`config.mk`:
```
export PLATFORM = sky130hd
export DESIGN_NAME = hs_burst_master
export DESIGN_NICKNAME = d
export VERILOG_FILES = /design/src/rtl/hs_burst_master_pkg.sv /design/src/rtl/hs_burst_master_sync2.sv /design/src/rtl/hs_burst_master.sv
export SDC_FILE = /design/constraint.sdc
export NUM_CORES = 1
export LEC_CHECK = 0
export ABC_CLOCK_PERIOD_IN_PS = 5600
export CAP_MARGIN = 10
export CELL_PAD_IN_SITES_DETAIL_PLACEMENT = 0
export CELL_PAD_IN_SITES_GLOBAL_PLACEMENT = 2
export CORE_ASPECT_RATIO = 0.6
export CORE_MARGIN = 1.5
export CORE_UTILIZATION = 33
export DETAILED_ROUTE_END_ITERATION = 10
export GPL_ROUTABILITY_DRIVEN = 0
export PLACE_DENSITY = 0.93
export SETUP_SLACK_MARGIN = 0.2
export SLEW_MARGIN = 20
export SYNTH_ARGS = -nofsm -noshare
export SYNTH_HDL_FRONTEND = slang
export SYNTH_HIERARCHICAL = 1
export SYNTH_SLANG_ARGS = --single-unit
```
`constraint.sdc`:
```
create_clock -name clk -period 5.6 [get_ports clk]
set_input_delay 0.84 -clock clk [delete_from_list [all_inputs] [get_ports clk]]
set_output_delay 0.84 -clock clk [all_outputs]
set_load 0.02 [all_outputs]
```
`src/rtl/hs_burst_master_pkg.sv`:
```
// hs_pkg: shared state encoding and direction constants for hs_burst_master
package hs_pkg;
  typedef enum logic [2:0] {IDLE, SETUP, WAIT_ACK, WAIT_REL, ABORT} state_t;
  localparam logic RW_READ  = 1'b0;
  localparam logic RW_WRITE = 1'b1;
endpackage

```
`src/rtl/hs_burst_master_sync2.sv`:
```
// sync2: two-flop synchroniser with selectable reset level
module sync2 #(
  parameter logic RST_VAL = 1'b0
) (
  input  logic clk,
  input  logic rst,
  input  logic d,
  output logic q
);
  logic s1_q, s2_q;
  // plain shift chain, no logic between stages
  always_ff @(posedge clk or posedge rst)
    if (rst) {s2_q, s1_q} <= {2{RST_VAL}};
    else     {s2_q, s1_q} <= {s1_q, d};
  assign q = s2_q;
endmodule

```
`src/rtl/hs_burst_master.sv`:
```
// hs_burst_master: four-phase req/ack burst master with synchronised ack and per-phase timeout
module hs_burst_master
  import hs_pkg::*;
#(
  parameter int DW      = 8,
  parameter int LEN_W   = 4,
  parameter int TIMEOUT = 15
) (
  input  logic             clk,
  input  logic             rst,
  input  logic             start,
  input  logic             rw_in,
  input  logic [LEN_W-1:0] len_in,
  input  logic [DW-1:0]    wdata_in,
  output logic             wdata_rd,
  input  logic             ack,
  input  logic [DW-1:0]    bus_in,
  output logic             req,
  output logic             rw,
  output logic [DW-1:0]    bus_out,
  output logic             bus_oe,
  output logic [DW-1:0]    rcvd_data,
  output logic             rcvd_valid,
  output logic             busy,
  output logic             done,
  output logic             err
);
  localparam int TW = $clog2(TIMEOUT + 1);
  localparam logic [TW-1:0] TMAX = TW'(TIMEOUT);
  state_t state_q, state_d;
  logic [LEN_W-1:0] len_q, len_d, beat_q, beat_d;
  logic [TW-1:0] tmr_q, tmr_d;
  logic req_q, req_d, rw_q, rw_d, err_q, err_d, done_q, done_d, rv_q, rv_d;
  logic [DW-1:0] bus_out_q, bus_out_d, rdata_q, rdata_d;
  logic ack_s;

  sync2 #(.RST_VAL(1'b0)) u_sync (.clk(clk), .rst(rst), .d(ack), .q(ack_s));

  // state and datapath registers; async reset drops req/bus_oe without a clock
  always_ff @(posedge clk or posedge rst)
    if (rst) begin
      state_q   <= IDLE;
      len_q     <= '0;
      beat_q    <= '0;
      tmr_q     <= '0;
      req_q     <= 1'b0;
      rw_q      <= 1'b0;
      err_q     <= 1'b0;
      done_q    <= 1'b0;
      rv_q      <= 1'b0;
      bus_out_q <= '0;
      rdata_q   <= '0;
    end else begin
      state_q   <= state_d;
      len_q     <= len_d;
      beat_q    <= beat_d;
      tmr_q     <= tmr_d;
      req_q     <= req_d;
      rw_q      <= rw_d;
      err_q     <= err_d;
      done_q    <= done_d;
      rv_q      <= rv_d;
      bus_out_q <= bus_out_d;
      rdata_q   <= rdata_d;
    end

  // handshake sequencing: next state, timer, beat count and data capture
  always_comb begin
    state_d   = state_q;
    len_d     = len_q;
    beat_d    = beat_q;
    tmr_d     = tmr_q;
    req_d     = req_q;
    rw_d      = rw_q;
    err_d     = err_q;
    done_d    = 1'b0;
    rv_d      = 1'b0;
    bus_out_d = bus_out_q;
    rdata_d   = rdata_q;
    case (state_q)
      IDLE:
        if (start) begin
          state_d   = SETUP;
          rw_d      = rw_in;
          len_d     = len_in;
          beat_d    = '0;
          err_d     = 1'b0;
          bus_out_d = (rw_in == RW_WRITE) ? wdata_in : bus_out_q;
        end
      SETUP: begin
        req_d   = 1'b1;
        tmr_d   = '0;
        state_d = WAIT_ACK;
      end
      WAIT_ACK:
        if (ack_s) begin
          req_d   = 1'b0;
          tmr_d   = '0;
          state_d = WAIT_REL;
          rdata_d = (rw_q == RW_READ) ? bus_in : rdata_q;
          rv_d    = (rw_q == RW_READ);
        end else if (tmr_q == TMAX) begin
          req_d   = 1'b0;
          err_d   = 1'b1;
          state_d = ABORT;
        end else tmr_d = tmr_q + TW'(1);
      WAIT_REL:
        if (!ack_s) begin
          if (beat_q == len_q) begin
            state_d = IDLE;
            done_d  = 1'b1;
          end else begin
            beat_d    = beat_q + LEN_W'(1);
            state_d   = SETUP;
            bus_out_d = (rw_q == RW_WRITE) ? wdata_in : bus_out_q;
          end
        end else if (tmr_q == TMAX) begin
          err_d   = 1'b1;
          state_d = ABORT;
        end else tmr_d = tmr_q + TW'(1);
      ABORT: begin
        req_d = 1'b0;
        if (!ack_s) begin
          state_d = IDLE;
          done_d  = 1'b1;
        end
      end
      default: state_d = IDLE;
    endcase
  end

  assign req        = req_q;
  assign rw         = rw_q;
  assign bus_out    = bus_out_q;
  assign bus_oe     = (rw_q == RW_WRITE) && (state_q inside {SETUP, WAIT_ACK, WAIT_REL});
  assign wdata_rd   = (rw_q == RW_WRITE) && (state_q == SETUP);
  assign busy       = (state_q != IDLE);
  assign done       = done_q;
  assign err        = err_q;
  assign rcvd_data  = rdata_q;
  assign rcvd_valid = rv_q;
endmodule

```
## Word-level counts from Yosys, hierarchy flattened

Cells that the tools add are included.

- Register bits: 38
- Output and inout port bits: 24

- $add $sub $neg: 2
- Eq/ne operators: 15
- Muxes and demuxes: 35
- Bitwise operators: 1
- Reductions and logical operators: 16

Operator list:

| kind | count |
|---|---|
| 8-bit two-way mux | 5 |
| 4-bit two-way mux | 6 |
| 8-bit case mux with 2 select lines | 1 |
| 3-bit two-way mux | 5 |
| 3-bit case mux with 5 select lines | 1 |
| 2-bit != test, second input constant | 7 |
| 1-bit two-way mux | 12 |
| 4-bit case mux with 3 select lines | 1 |
| 3-bit nonzero test | 4 |
| 4-bit by 1-bit adder with 4-bit output, second input constant | 2 |
| 4-bit case mux with 2 select lines | 1 |
| 2-bit AND reduction | 4 |
| 4-bit AND reduction | 2 |
| 3-bit by 2-bit == test with 1-bit output, second input constant | 2 |
| 1-bit case mux with 3 select lines | 2 |
| 6-bit AND reduction | 1 |
| 4-bit == test | 1 |
| 4-bit == test, second input constant | 1 |
| 3-bit by 1-bit == test with 1-bit output, second input constant | 1 |
| 3-bit == test, second input constant | 1 |
| 3-bit zero test | 1 |
| 3-bit by 2-bit != test with 1-bit output, second input constant | 1 |
| 3-bit AND reduction | 1 |
| 1-bit logical AND | 2 |
| 4 further kinds | 4 |

## Depth between registers and ports, before layout

Gate-level depths: netlist of run 1.

- Depth after elaboration: 4
- Gate-level depth with buffers: 6
- Depth with buffers taken out: 5

## Modules after synthesis

Netlist of run 1, hierarchy kept.

By module, submodules not included:

| module | instances | cells an instance | area each (sq um) | sequential area each (sq um) |
|---|---|---|---|---|
| hs_burst_master | 1 | 156 | 1789.2 | 900.9 |
| sync2 | 1 | 3 | 53.8 | 50.0 |

## Least setup slack after synthesis of run 1

Ideal clock, no wire load.

- Path kind: input -> register
- Start point: input port start
- End point: register bus_out_q[0], in the netlist bus_out[0]
- Arrival: 2.099 ns
- Slack: 3.377 ns
- Stages: 4
- Path through: nor4b_4 -> nor2_2 -> a221oi_4 -> mux2_2

- Cells in the longest elaborated chain, start to end: 2

RTL lines:

| element | line | text |
|---|---|---|
| start: declaration | hs_burst_master.sv:11 | `input logic start,` |
| 2-bit != test (no source line) | - |  |
| 6-bit AND reduction (no source line) | - |  |
| end signal: assignment | hs_burst_master.sv:63 | `bus_out_q <= bus_out_d;` |
| end: declaration | hs_burst_master.sv:34 | `logic [DW-1:0] bus_out_q, bus_out_d, rdata_q, rdata_d;` |

Every way passes these cells.
A chain may end at the register's enable or synchronous reset.

## Worst setup path in the final report of run 1

- Start point: register state_q[0]
- End point: output port wdata_rd

- Cells in the longest elaborated chain, start to end: 2

RTL lines:

| element | line | text |
|---|---|---|
| start: declaration | hs_burst_master.sv:30 | `state_t state_q, state_d;` |
| start signal: assignment | hs_burst_master.sv:54 | `state_q <= state_d;` |
| 3-bit by 1-bit == test with 1-bit output | hs_burst_master.sv:136 | `assign wdata_rd = (rw_q == RW_WRITE) && (state_q == SETUP);` |
| 1-bit logical AND | hs_burst_master.sv:136 |  |
| end: declaration | hs_burst_master.sv:15 | `output logic wdata_rd,` |

Every way passes these cells.

==> key figures, run 1 <==
Outcome
  – Status: finished clean

Clock tree
  – Post-cts hold buffer count: 0
  – CTS tree: done
  – Post-CTS Setup Bufs: 0
  – Post-CTS resize count: 0
  – Reg clk slew, reported paths: 0.08 ns
  – Clk root buf: clkbuf_8
  – Clock buffer depth: 2
  – H-tree levels: 2
  – Clock sink count: 38
  – Total CTS buffers: 5
  – Clk_lat worst skew: 0.29 ns

Setup path
  – CP top delay family: flip-flops
  – CP max FO: 17
  – Worst stage delay on the critical path: 0.71 ns
  – Crit path DAT: 2.03 ns
  – Critical path startpoint: state_q[0]
  – CP cell instances: nor2b_1 -> and3b_1 -> clkdlybuf4s50_1
  – Crit path launch type: register
  – Critical-path top delay cell: dfrtp_1
  – WP buf/inv: 1
  – Critical Path End Type: output port
  – FF-to-FF Start: state_q[2]
  – Worst setup path class: reg -> out
  – Data required, critical path: 4.76 ns

Layout
  – Share of layout cells above drive strength 1: 0.182
  – Layout Utilization: 0.473
  – Ant diodes: 0
  – Layout area overhead: 34.2%
  – Layout Nets: 235

Placed design
  – Setup WS pre-CTS: 2.58 ns
  – Port bufs: 48
  – HPWL after detailed placement: 2650 microns

Timing
  – Fmax: 348 MHz
  – Crit path time final: 2.87 ns
  – Rel. slew slack: 0.537
  – Max-slew violation count: 0
  – RSZ-0062 raised after global routing: false
  – Final WS setup: 2.73 ns
  – Final setup vio count: 0
  – Period utilization: 0.513
  – Worst slew pin tran: 0.691 ns
  – Hold Violations, Final: 0
  – Hold Slack: 0.352 ns
  – Setup_tns: 0 ns
  – Clk_skew: 0.00385 ns

Global routing
  – Overflow left after global routing: 0
  – GRT Overall Usage: 0.138
  – Initial antenna violation count: 0
  – First-pass GRT wire length: 6310 microns
  – Vias in the first global route: 1319
  – Pin count of the biggest net entering global routing: 33

Route
  – WL/cell: 13.6 microns
  – Detailed Route WL: 3740 microns
  – Router iterations before antenna repair: 4
  – ANT nets after route: 0
  – Drt initial violations: 87
  – DR vias: 1342
  – Via density: 4.88
  – Residual DRC count: 0

Power and ir drop
  – Leakage power: 1.06 nW
  – Total power: 1.35 mW
  – Power Density: 544 nW/um^2
  – VDD IR max: 0.287 mV

Synth
  – Sequential element share of the synthesized area: 0.516
  – Ys Warns: 6
  – Synthesized cell area: 1840 sq um
  – Asr flop ratio synth: 1.00
  – Yosys top cell by area: dfrtp_1
  – Syn Inst Count: 159
  – Number of flops mapped to enable cells by yosys: 0
  – Avg Cell Area, Syn: 11.6 sq um
  – Top post-synthesis cells by area: dfrtp_1 (52%), mux2_2 (13%), xor2_1 (2.9%)
  – Number of synthesized register bits: 38
  – Yosys top cell area share: 0.516
  – Synth Flop Type: dfrtp_1
  – Netlist cell types: 46
  – Post-synth net total: 186

Die
  – Initial core utilization: 0.352
  – Placement Rows: 20
  – Core Region: 5230 sq um
  – IO Count: 49
  – Die ar.: 6060 sq um
  – Die extent in x: 99.5 microns
  – Die H: 60.9 microns

Worst hold path
  – Min-Delay Path Class: reg -> reg
  – HP Start: u_sync/s1_q

Flow run
  – Max-cap violations: 0
flip-flops by register name, indices dropped and copies added (netlist names):
signal / flops
tmr_q: 4
done: 1
u_sync/q: 1
bus_out: 8
err: 1
beat_q: 4
rcvd_valid: 1
len_q: 4
state_q: 3
u_sync/s1_q: 1
req: 1
rw: 1
rcvd_data: 8
synthesized netlist by cell type (all sizes together), types with 2 or more instances:
cell / number
dfrtp: 38
and2: 2
o211ai: 2
and3b: 2
o31ai: 2
nor2: 9
nor2b: 3
buf: 4
mux2: 21
xor2: 6
nand2: 7
nand2b: 3
a221oi: 2
nand3: 3
nor4: 2
or3: 2
a21oi: 7
ha: 2
o21ai: 6
a22o: 3
clkbuf: 4
mux2i: 2
inv: 10
power by group:
| group | switching [mW] | internal [mW] |
|---|---|---|
| logic | 0.301 | 0.339 |
| registers | 0.117 | 0.391 |
| clock network | 0.100 | 0.0990 |
kinds of logic (layout without fill, tap and decap cells):
kind of cell,after synthesis,count (layout),share of synthesized area
buf+inv,18,68,0.0434
xor+xnor,6,6,0.0285
flops,38,38,0.516
fa+ha+maj,2,2,0.0136
simple gates,42,42,0.140
mux,23,23,0.139
compound gates,30,30,0.119
worst paths after layout:
path	endpoint	slack, ns	cells past startpoint
min in group asynchronous	u_sync/s1_q	0.72	2
max	wdata_rd	2.73	3
max reg2reg	bus_out[2]	3.17	4
min reg2reg	u_sync/q	0.35	0
min	u_sync/q	0.35	0
max in group asynchronous	bus_out[2]	4.21	3
stage by stage:
stage                     instance area, sq um  std cells
after floorplan                           1840        159
after global placement                    2380        267
after detailed placement                  2380        267
after CTS                                 2470        275
after global routing                      2470        275
final                                     2470        275
layer usage:
layer | wire [microns] | track usage
met1 | 1880 | 0.198
met5 | 0 | 0
met4 | 43 | 0.0483
met3 | 414 | 0.0668
met2 | 1400 | 0.178
cells in the final DEF (no fill, tap or decap), types with 2 or more instances in the layout:
| master | instances |
|---|---|
| a21oi_1 | 7 |
| a22o_1 | 3 |
| and2_1 | 2 |
| and3b_1 | 2 |
| buf_4 | 2 |
| clkbuf_8 | 6 |
| clkdlybuf4s50_1 | 48 |
| dfrtp_1 | 38 |
| ha_1 | 2 |
| inv_1 | 10 |
| mux2_2 | 21 |
| mux2i_1 | 2 |
| nand2_1 | 7 |
| nand2b_1 | 3 |
| nand3_1 | 3 |
| nor2_1 | 8 |
| nor2b_1 | 3 |
| o211ai_1 | 2 |
| o21ai_0 | 6 |
| o31ai_1 | 2 |
| or3_1 | 2 |
| xor2_1 | 6 |
cell type report:
type | instances | area, sq um
Timing Repair Buffer | 50 | 495
Clock inverter | 2 | 12.5
Inverter | 10 | 37.5
Clock buffer | 6 | 82.6
Sequential cell | 38 | 951
Multi-Input combinational cell | 103 | 812
Tap cell | 66 | 82.6
Fill cell | 483 | 2760
Power figures use the tool's default switching activity.
==> inputs of run 2 (changes only) <==
--- a/config.mk
+++ b/config.mk
@@ -5,16 +5,16 @@
 export SDC_FILE = /design/constraint.sdc
 export NUM_CORES = 1
 export LEC_CHECK = 0
-export ABC_CLOCK_PERIOD_IN_PS = 5600
+export ABC_CLOCK_PERIOD_IN_PS = 2700
 export CAP_MARGIN = 10
 export CELL_PAD_IN_SITES_DETAIL_PLACEMENT = 0
 export CELL_PAD_IN_SITES_GLOBAL_PLACEMENT = 2
 export CORE_ASPECT_RATIO = 0.6
 export CORE_MARGIN = 1.5
-export CORE_UTILIZATION = 33
+export CORE_UTILIZATION = 30
 export DETAILED_ROUTE_END_ITERATION = 10
 export GPL_ROUTABILITY_DRIVEN = 0
-export PLACE_DENSITY = 0.93
+export PLACE_DENSITY = 0.87
 export SETUP_SLACK_MARGIN = 0.2
 export SLEW_MARGIN = 20
 export SYNTH_ARGS = -nofsm -noshare
==> constraint.sdc (replaced) <==
create_clock -name clk -period 2.7 [get_ports clk]
set_input_delay 0.405 -clock clk [delete_from_list [all_inputs] [get_ports clk]]
set_output_delay 0.405 -clock clk [all_outputs]
set_load 0.02 [all_outputs]
==> key figures, run 2 (synthesis results as in run 1) <==
Setup path
  – Worst stage delay on the critical path: 0.60 ns
  – Data required, critical path: 2.30 ns
  – CP cell instances: buf_4 -> nor2b_1 -> and3b_1 -> clkdlybuf4s50_1
  – Crit path launch type: register
  – CP max FO: 9
  – Worst setup path class: reg -> out
  – Critical-path top delay cell: clkdlybuf4s50_1
  – R2R Setup Slk: 0.51 ns
  – Crit path DAT: 1.98 ns
  – WP buf/inv: 2
  – CP top delay family: buffers and inverters
  – Critical Path End Type: output port

Clock tree
  – Clock buffer depth: 2
  – Clock sink count: 38
  – Clk root buf: clkbuf_8
  – Post-cts hold buffer count: 0
  – Post-CTS Setup Bufs: 0
  – Reg clk slew, reported paths: 0.07 ns
  – Total CTS buffers: 5
  – Post-CTS resize count: 0
  – CTS tree: done
  – H-tree levels: 2
  – Clk_lat worst skew: 0.28 ns

Timing
  – Crit path time final: 2.38 ns
  – Final WS setup: 0.316 ns
  – Fmax: 419 MHz
  – Period utilization: 0.883
  – Setup_tns: 0 ns
  – Worst slew pin tran: 0.623 ns
  – Final setup vio count: 0
  – Rel. slew slack: 0.584
  – Clk_skew: 0.00538 ns
  – Max-slew violation count: 0
  – Hold Violations, Final: 0
  – RSZ-0062 raised after global routing: false

Outcome
  – Status: finished clean

Placed design
  – Post-placement cell area: 2450 sq um
  – HPWL after detailed placement: 2980 microns
  – Setup WS pre-CTS: 0.425 ns
  – Port bufs: 48

Route
  – ANT nets after route: 0
  – Via density: 4.62
  – DR vias: 1353
  – Detailed Route WL: 4070 microns
  – Residual DRC count: 0
  – Drt initial violations: 31
  – WL/cell: 13.9 microns
  – Router iterations before antenna repair: 4

Global routing
  – Met1 Track Usage GR: 0.186
  – Met3 usage: 0.0652
  – First-pass GRT wire length: 7100 microns
  – Overflow left after global routing: 0
  – Initial antenna violation count: 0
  – GRT Overall Usage: 0.136
  – Pin count of the biggest net entering global routing: 23
  – Vias in the first global route: 1454
  – Global route hottest layer: met2
  – Grt met2 use: 0.193

Layout
  – Layout area overhead: 38.8%
  – Share of layout cells above drive strength 1: 0.197
  – Commonest non-fill, non-tap cell in the layout: clkdlybuf4s50_1
  – Design area: 2560 sq um
  – Ant diodes: 0
  – Fillers: 559
  – Layout Nets: 240
  – Most frequent cells in the layout: clkdlybuf4s50_1 (48), dfrtp_1 (38), mux2_2 (21)

Flow run
  – Max-cap violations: 0

Power and ir drop
  – Power Density: 1140 nW/um^2
  – VDD IR max: 0.498 mV
  – Leakage power: 1.10 nW

Die
  – Placement Rows: 21
  – Die extent in x: 104 microns
  – Die ar.: 6640 sq um
  – Die H: 63.7 microns
  – Initial core utilization: 0.320
  – Core Region: 5750 sq um
  – IO Count: 49

Worst hold path
  – Min-Delay Path Class: in -> async
## run 2: final cells by class
class	instances	area, sq um	area share
sequential	38	951	0.372
inverter	10	37.5	0.0147
clock inverter	1	30.0	0.0117
clock buffer	6	82.6	0.0323
multi-input combinational	103	812	0.317
timing repair buffer	55	546	0.213
tap	80	100	0.0391
## run 2: routing by layer
layer,up-vias,share of wire
met3,2,0.088
met1,647,0.52
met5,-,0
met2,40,0.38
met4,0,0.0025
li1,664,-
## run 2: worst paths after layout
path                                  start  depth (start not counted)     endpoint
worst min-delay path                    rst                          2  u_sync/s1_q
worst max register to register   state_q[0]                          4   bus_out[0]
worst max-delay path             state_q[0]                          4     wdata_rd
max in group asynchronous               rst                          3          err
worst min register to register  u_sync/s1_q                          0     u_sync/q
min in group clk                u_sync/s1_q                          0     u_sync/q
## run 2: through the flow
step | hold slack (ns) | utilization | instances | total power [mW]
finish | 0.300 | 0.445 | 293 | 2.91
global route | 0.317 | 0.445 | 293 | 3.11
CTS | 0.293 | 0.445 | 293 | 2.94
detailed placement | 0.347 | 0.425 | 286 | 2.44
global placement | 0.332 | 0.425 | 286 | 2.42
floorplan | 0.146 | - | 159 | 1.88
## run 2: worst register-to-register path: stages (launching register included)
cell and delay, ns:
dfrtp_1 0.51, nor4bb_1 0.57, nor2_2 0.15, a221oi_4 0.45, mux2_2 0.40
## run 2: where the power goes
part           switching, mW  internal [mW]  leakage, nW
clock network          0.195          0.296       0.0573
logic                  0.686          0.728        0.577
registers              0.198          0.812        0.465
